### src/rtl/div_rem_sgn_seq.sv
// Sequential signed divider: radix-2 restoring iteration on operand magnitudes,
// with sign correction and divide-by-zero / overflow short paths.
package lau_pkg;
    typedef enum logic {FAST = 1'b0, SMALL = 1'b1} speed_e;
endpackage

module div_rem_sgn_seq #(
    parameter int             width = 8,
    parameter lau_pkg::speed_e speed = lau_pkg::FAST
) (
    input  logic             clk_i,
    input  logic             rst_i,
    input  logic             in_valid_i,
    output logic             in_ready_o,
    input  logic [width-1:0] N_i,
    input  logic [width-1:0] D_i,
    output logic             out_valid_o,
    input  logic             out_ready_i,
    output logic [width-1:0] Q_o,
    output logic [width-1:0] R_o
);
    localparam int CW = (width > 2) ? $clog2(width) : 1;
    localparam logic [CW-1:0]    CNT_ONE  = CW'(1);
    localparam logic [CW-1:0]    CNT_LAST = CW'(width - 1);
    localparam logic [width-1:0] ZERO_W   = {width{1'b0}};
    localparam logic [width-1:0] ONES_W   = {width{1'b1}};
    localparam logic [width-1:0] MIN_W    = {1'b1, {(width-1){1'b0}}};

    typedef enum logic [1:0] {IDLE = 2'd0, CALC = 2'd1, DONE = 2'd2} state_e;

    // Two's complement negate; magnitude of the most negative value stays exact as unsigned.
    function automatic logic [width-1:0] neg(input logic [width-1:0] v);
        neg = ~v + {{(width-1){1'b0}}, 1'b1};
    endfunction

    function automatic logic [width-1:0] mag(input logic [width-1:0] v);
        mag = v[width-1] ? neg(v) : v;
    endfunction

    state_e           state_r;
    logic [CW-1:0]    cnt_r;
    logic             sn_r;
    logic             sq_r;
    logic [width-1:0] qn_r;
    logic [width-1:0] ad_r;
    logic [width-1:0] rem_r;
    logic [width-1:0] q_r;
    logic [width-1:0] r_r;
    logic             in_ready_r;
    logic             out_valid_r;

    logic [width:0]   rem_sh_s;
    logic [width:0]   diff_s;
    logic             ge_s;
    logic [width-1:0] rem_nx_s;
    logic [width-1:0] qn_nx_s;
    logic             div0_s;
    logic             ovf_s;

    assign rem_sh_s = {rem_r, qn_r[width-1]};

    // Trial subtraction; both adder styles yield identical bits.
    generate
        if (speed == lau_pkg::FAST) begin : g_fast
            assign diff_s = rem_sh_s - {1'b0, ad_r};
        end else begin : g_small
            assign diff_s = rem_sh_s + {1'b1, ~ad_r} + {{width{1'b0}}, 1'b1};
        end
    endgenerate

    // One restoring step: keep the difference when it did not go negative.
    always_comb begin
        ge_s     = ~diff_s[width];
        rem_nx_s = rem_sh_s[width-1:0];
        if (ge_s) begin
            rem_nx_s = diff_s[width-1:0];
        end else begin
            rem_nx_s = rem_sh_s[width-1:0];
        end
        qn_nx_s = {qn_r[width-2:0], ge_s};
        div0_s  = (D_i == ZERO_W);
        ovf_s   = (N_i == MIN_W) && (D_i == ONES_W);
    end

    // Control FSM, iteration datapath and registered result/handshake outputs.
    always_ff @(posedge clk_i) begin
        if (rst_i) begin
            state_r     <= IDLE;
            cnt_r       <= {CW{1'b0}};
            sn_r        <= 1'b0;
            sq_r        <= 1'b0;
            qn_r        <= ZERO_W;
            ad_r        <= ZERO_W;
            rem_r       <= ZERO_W;
            q_r         <= ZERO_W;
            r_r         <= ZERO_W;
            in_ready_r  <= 1'b1;
            out_valid_r <= 1'b0;
        end else begin
            case (state_r)
                IDLE: begin
                    if (in_valid_i) begin
                        sn_r       <= N_i[width-1];
                        sq_r       <= N_i[width-1] ^ D_i[width-1];
                        qn_r       <= mag(N_i);
                        ad_r       <= mag(D_i);
                        rem_r      <= ZERO_W;
                        cnt_r      <= {CW{1'b0}};
                        in_ready_r <= 1'b0;
                        if (div0_s) begin
                            q_r         <= ONES_W;
                            r_r         <= N_i;
                            out_valid_r <= 1'b1;
                            state_r     <= DONE;
                        end else if (ovf_s) begin
                            q_r         <= MIN_W;
                            r_r         <= ZERO_W;
                            out_valid_r <= 1'b1;
                            state_r     <= DONE;
                        end else begin
                            state_r <= CALC;
                        end
                    end
                end
                CALC: begin
                    rem_r <= rem_nx_s;
                    qn_r  <= qn_nx_s;
                    if (cnt_r == CNT_LAST) begin
                        cnt_r       <= {CW{1'b0}};
                        q_r         <= sq_r ? neg(qn_nx_s) : qn_nx_s;
                        r_r         <= sn_r ? neg(rem_nx_s) : rem_nx_s;
                        out_valid_r <= 1'b1;
                        state_r     <= DONE;
                    end else begin
                        cnt_r <= cnt_r + CNT_ONE;
                    end
                end
                DONE: begin
                    if (out_ready_i) begin
                        out_valid_r <= 1'b0;
                        in_ready_r  <= 1'b1;
                        state_r     <= IDLE;
                    end
                end
                default: begin
                    out_valid_r <= 1'b0;
                    in_ready_r  <= 1'b1;
                    state_r     <= IDLE;
                end
            endcase
        end
    end

    assign in_ready_o  = in_ready_r;
    assign out_valid_o = out_valid_r;
    assign Q_o         = q_r;
    assign R_o         = r_r;
endmodule

### config.mk
export PLATFORM = sky130hd
export DESIGN_NAME = div_rem_sgn_seq
export DESIGN_NICKNAME = d
export VERILOG_FILES = /design/src/rtl/div_rem_sgn_seq.sv
export SDC_FILE = /design/constraint.sdc
export NUM_CORES = 1
export LEC_CHECK = 0
export BUFFER_PORTS_ARGS = -buffer_cell sky130_fd_sc_hd__buf_2
export CORE_MARGIN = 4
export CORE_UTILIZATION = 40
export CTS_BUF_LIST = sky130_fd_sc_hd__clkbuf_4 sky130_fd_sc_hd__clkbuf_8
export CTS_CLUSTER_DIAMETER = 30
export DETAILED_ROUTE_END_ITERATION = 10
export SLEW_MARGIN = 10
export SYNTH_ARGS = -nofsm -noshare
export SYNTH_HDL_FRONTEND = slang
export SYNTH_SLANG_ARGS = --single-unit
### constraint.sdc
create_clock -name clk_i -period 8.23 [get_ports clk_i]
set_input_delay 0.4115 -clock clk_i [delete_from_list [all_inputs] [get_ports clk_i]]
set_output_delay 0.4115 -clock clk_i [all_outputs]
set_load 0.01 [all_outputs]
# Word level (Yosys, flattened, before mapping)
# Cells that the tools add are included.
[classes] addsub=6 eq_ne=9 mux=37 bitwise_logic=7 n_reduce_logical=10
[ops] op="two-way mux 8 bit" count=15
[ops] op="case mux 8 bit (2 select lines)" count=4
[ops] op="adder 8 x 1 -> 8 bit (second input constant)" count=4
[ops] op="inverter 8 bit" count=4
[ops] op="equality test 8 bit (second input constant)" count=2
[ops] op="two-way mux 2 bit" count=5
[ops] op="subtractor 9 x 8 -> 9 bit" count=1
[ops] op="logical NOT 8 bit" count=1
[ops] op="AND reduction 4 bit" count=2
[ops] op="two-way mux 1 bit" count=7
[ops] op="two-way mux 3 bit" count=2
[ops] op="!= test 2 bit (second input constant)" count=3
[ops] op="case mux 1 bit (3 select lines)" count=2
[ops] op="case mux 2 bit (3 select lines)" count=1
[ops] op="case mux 3 bit (2 select lines)" count=1
[ops] op="AND reduction 3 bit" count=2
[ops] op="AND reduction 2 bit" count=2
[ops] op="adder 3 x 1 -> 3 bit (second input constant)" count=1
[ops] op="equality test 3 bit (second input constant)" count=1
[ops] op="!= test 3 bit (second input constant)" count=1
[ops] op="equality test 2 x 1 -> 1 bit (second input constant)" count=1
[ops] op="equality test 2 bit (second input constant)" count=1
[ops] op="logical NOT 2 bit" count=1
[ops] op="inverter 1 bit" count=2
[ops] op="3 further kinds" count=3
[word_totals] reg_bits=49 inputBits=20 out_inout_bits=18 word_cells=80

# Longest topological paths before layout
[logic_depth] depth_word=7 ltp_mapped=18 ltp_nobuf=17

# Worst setup path after synthesis
# No wires, ideal clock.
[synth_path] kind="flip-flop to flip-flop" from="reg qn_r[7]" to="reg r_r[6] (netlist: R_o[6])" setup_time_ns=0.073 arrival_time_ns=3.484 t_required_ns=8.157 slack_ns=4.672 stages_incl_launch_ff=17 n_path_buf=1 synth_period_minus_slack_ns=3.558 cell_sequence="dfxtp_1 > inv_1 > ha_1 > inv_1 > fa_1 > a21o_1 > a221oi_4 > mux2i_2 > nand2_2 > buf_2 > mux2i_1 > ha_1 > nand2_1 > nor3_1 > or3b_1 > a311o_1 > o211ai_2"
[synth_via] elab_chain_len=7
[synth_lines] item="start: declaration" line_no="44" text="logic [width-1:0] qn_r;"
[synth_lines] item="start signal: assignment" line_no="105" text="qn_r <= mag(N_i);"
[synth_lines] item="start signal: assignment" line_no="127" text="qn_r <= qn_nx_s;"
[synth_lines] item="subtractor 9 x 8 -> 9 bit" line_no="65" text="assign diff_s = rem_sh_s - {1'b0, ad_r};"
[synth_lines] item="two-way mux 8 bit *" line_no="75" text="if (ge_s) begin"
[synth_lines] item="inverter 8 bit" line_no="33" text="neg = ~v + {{(width-1){1'b0}}, 1'b1};"
[synth_lines] item="adder 8 x 1 -> 8 bit" line_no="33"
[synth_lines] item="two-way mux 8 bit *" line_no="131" text="r_r <= sn_r ? neg(rem_nx_s) : rem_nx_s;"
[synth_lines] item="two-way mux 8 bit *" line_no="128" text="if (cnt_r == CNT_LAST) begin"
[synth_lines] item="case mux 8 bit (2 select lines) *" line_no="100" text="case (state_r)"
[synth_lines] item="end signal: assignment" line_no="112" text="r_r <= N_i;"
[synth_lines] item="end signal: assignment" line_no="131"
[synth_lines] item="end: declaration" line_no="48" text="logic [width-1:0] r_r;"
# Every way passes the cells marked *; elsewhere a longest branch is shown, timed or not. The select of a mux whose other input is x is not followed.
# A chain may end at the register's enable or synchronous reset.

# Final worst setup path
# Same ends and word-level chain as after synthesis.

==> reports/results.tsv <==
stage	metric	value	unit
status	status	completed	
cts	cts_buffer_depth	2	
timing	report.final.hold_viol_count	0	
die	core	7850	um^2
logic_synthesis	syn_inst	417	
drt	drc_errors	0	
die	die_h	98.5	um
global_route	antenna_found_initial	0	
placed_design	placed_cells	532	
logic_synthesis	synth.top_cells.by_count	49 x dfxtp_1, 36 x a21oi_1, 36 x nor2_1, 34 x nand2_1, 22 x inv_1	
final_layout	syn2layout_area_growth	10.7	%
cts	cts_buffers	5	
power_and_ir_drop	ir_drop	0.108	mV
cts	insertion_delay	0.30	ns
logic_synthesis	netlist_area	3280	um^2
global_route	grt_pass1_vias	2891	
timing	maxSlewViolCount	0	
die	rows	32	
cts	htreeDepth	2	
cts	tritoncts	yes	
global_route	grt_usage	0.182	
power_and_ir_drop	p_int	0.000544	W
drt	ant_nets	0	
final_layout	instances_no_fill	540	
cts	cts-root-buf	clkbuf_8	
drt	routedWlPerCell	16.6	um
logic_synthesis	yosysTopAreaCell	dfxtp_1	
logic_synthesis	ys_seq_area_frac	0.299	
worst_setup_path	critPathMaxFanout	11	
timing	period_share	0.498	
drt	drt_pass1_iterations	4	
global_route	grt_pass1_wl	14.6	mm
logic_synthesis	synth_area_per_cell	7.86	um^2
worst_setup_path	ff2ff_setup_slack	4.14	ns
logic_synthesis	synth_top_area_frac	0.299	
worst_hold_path	worstHoldPathType	input port to register	
cts	clk_pin_slew	0.09	ns
die	die_x	98.5	um
final_layout	final_nets	473	
timing	slew_headroom	0.442	
placed_design	place_congestion	0.866	
logic_synthesis	yosysWarningCount	0	
drt	via_per_inst	5.69	
power_and_ir_drop	switching_share	0.402	
drt	vias	3071	
power_and_ir_drop	power	0.000910	W
global_route	grt_overflow	0	
logic_synthesis	ys_seq_elements	49	
worst_setup_path	worstPathArrival	4.33	ns
die	die_area	9700	um^2
power_and_ir_drop	power_density	251	nW/um^2
cts	ctsResizeCount	0	
global_route	grt_max_degree	42	
timing	worstMarginPinSlew	0.834	ns
worst_setup_path	endpoint_kind	register	
logic_synthesis	async_reset_ff_frac	0	
power_and_ir_drop	power_frac_comb	0.469	
drt	drtIter0Drc	185	
cts	cts_setup_buffers	0	
timing	setup_tns	0	ns
final_layout	drive_gt1_frac	0.144	
logic_synthesis	synth_most_common_cell	dfxtp_1	
final_layout	antenna_cells	0	
die	start_util	0.417	
logic_synthesis	synth_edf_count	0	
worst_setup_path	startpoint_type	register	
logic_synthesis	synth_cell_types	60	
run	maxCapViolCount	0	
timing	setup_viol	0	
timing	skew	0.0116	ns
power_and_ir_drop	pwr-share-clk	0.230	
placed_design	hpwl	6.65	mm
worst_setup_path	crit_type	register to register	
power_and_ir_drop	power_switching	0.000366	W
power_and_ir_drop	p_leak	1.43	nW
timing	clock.fmax	244	MHz
timing	rsz0062_at_grt	false	
logic_synthesis	syn-num-nets	453	
worst_setup_path	cp.required	8.46	ns
cts	clock_sinks	49	
placed_design	port_buffers	37	
power_and_ir_drop	seqPwrFrac	0.301	
drt	routed_wl	8.95	mm
timing	fin_crit	4.09	ns
final_layout	final_core_util	0.462	
die	boundaryPins	38	
logic_synthesis	synth_ff_type	dfxtp_1	
logic_synthesis	synth_area_leaders	dfxtp_1 30%, ha_1 5.7%, a21oi_1 5.5%	
cts	cts_hold_buffers	0	
## kinds of logic after synthesis
kind of cell	after synthesis	share of synthesized area
XOR/XNOR	21	0.0562
buffers and inverters	50	0.0649
AND/OR/NAND/NOR	144	0.217
flip-flops	49	0.299
adder cells (fa/ha/maj)	16	0.0634
multiplexers	13	0.0428
AO/OA/AOI/OAI	124	0.256
## power groups by stage
| stage | Clock [W] | Combinational [W] | Sequential [W] |
|---|---|---|---|
| after floorplan | 0 | 0.000347 | 0.000271 |
| after global placement | 0 | 0.000417 | 0.000279 |
| after detailed placement | 0 | 0.000419 | 0.000279 |
| after CTS | 0.000213 | 0.000421 | 0.000274 |
| after global routing | 0.000221 | 0.000471 | 0.000277 |
| final | 0.000209 | 0.000427 | 0.000274 |
## worst paths after layout
check / startpoint / to / cells past startpoint
worst min register to register: Q_o[1] / Q_o[1] / 2
worst min-delay path: D_i[0] / ad_r[0] / 3
worst max register to register: qn_r[7] / R_o[6] / 17
worst max-delay path: qn_r[7] / R_o[6] / 17
## registers in the layout (all words and copies together), names as in the netlist
name / cells
state_r: 2
R_o: 8
ad_r: 8
rem_r: 8
cnt_r: 3
sq_r: 1
out_valid_o: 1
sn_r: 1
qn_r: 8
Q_o: 8
in_ready_o: 1
## cell usage in the layout (no fill, tap or decap), types with 6 or more instances in the layout
| cell type | Yosys | layout |
|---|---|---|
| dfxtp_1 | 49 | 49 |
| buf_2 | 1 | 37 |
| nor2_1 | 36 | 36 |
| a21oi_1 | 36 | 36 |
| nand2_1 | 34 | 34 |
| inv_1 | 22 | 22 |
| nand3_1 | 21 | 21 |
| o21ai_0 | 20 | 20 |
| xnor2_1 | 15 | 15 |
| ha_1 | 15 | 15 |
| a211oi_1 | 11 | 11 |
| nor3_1 | 10 | 10 |
| nand2b_1 | 9 | 9 |
| o21a_1 | 7 | 7 |
| mux2i_1 | 7 | 7 |
| xor2_1 | 6 | 6 |
| o211ai_1 | 6 | 6 |
| a22oi_1 | 6 | 6 |
## metrics by stage
step / hold slack [ns] / area [um^2] / setup WS (ns)
after global placement: 0.439 / 3490 / 4.31
after floorplan: 0.432 / 3280 / 4.67
after global routing: 0.412 / 3620 / 3.77
final: 0.412 / 3620 / 4.14
after detailed placement: 0.445 / 3490 / 4.20
after CTS: 0.399 / 3620 / 4.17
## per-layer routing
layer / part of all wire / track usage
met2: 0.46 / 0.286
met4: 0.0056 / 0.0305
met1: 0.48 / 0.268
met5: 0 / 0
met3: 0.053 / 0.0297
## worst max-delay path, stage by stage (launching register included)
cell and delay (ns):
dfxtp_1 0.35, inv_1 0.06, ha_1 0.18, inv_1 0.06, fa_1 0.40, a21o_1 0.21, a221oi_4 0.33, mux2i_2 0.43
nand2_2 0.28, inv_2 0.25, o21ai_0 0.17, inv_1 0.09, ha_1 0.22, nand2_1 0.09, nor3_1 0.12, or3b_1 0.38
a311o_1 0.33, o211ai_2 0.07
## cell type report
| type | count | area, um^2 |
|---|---|---|
| clock inverter | 3 | 68.8 |
| tap | 102 | 128 |
| sequential | 49 | 981 |
| fill | 807 | 4220 |
| inverter | 23 | 86.3 |
| clock buffer | 5 | 68.8 |
| timing repair buffer | 40 | 208 |
| multi-input combinational | 318 | 2080 |
(Power assumes the default switching activity.)
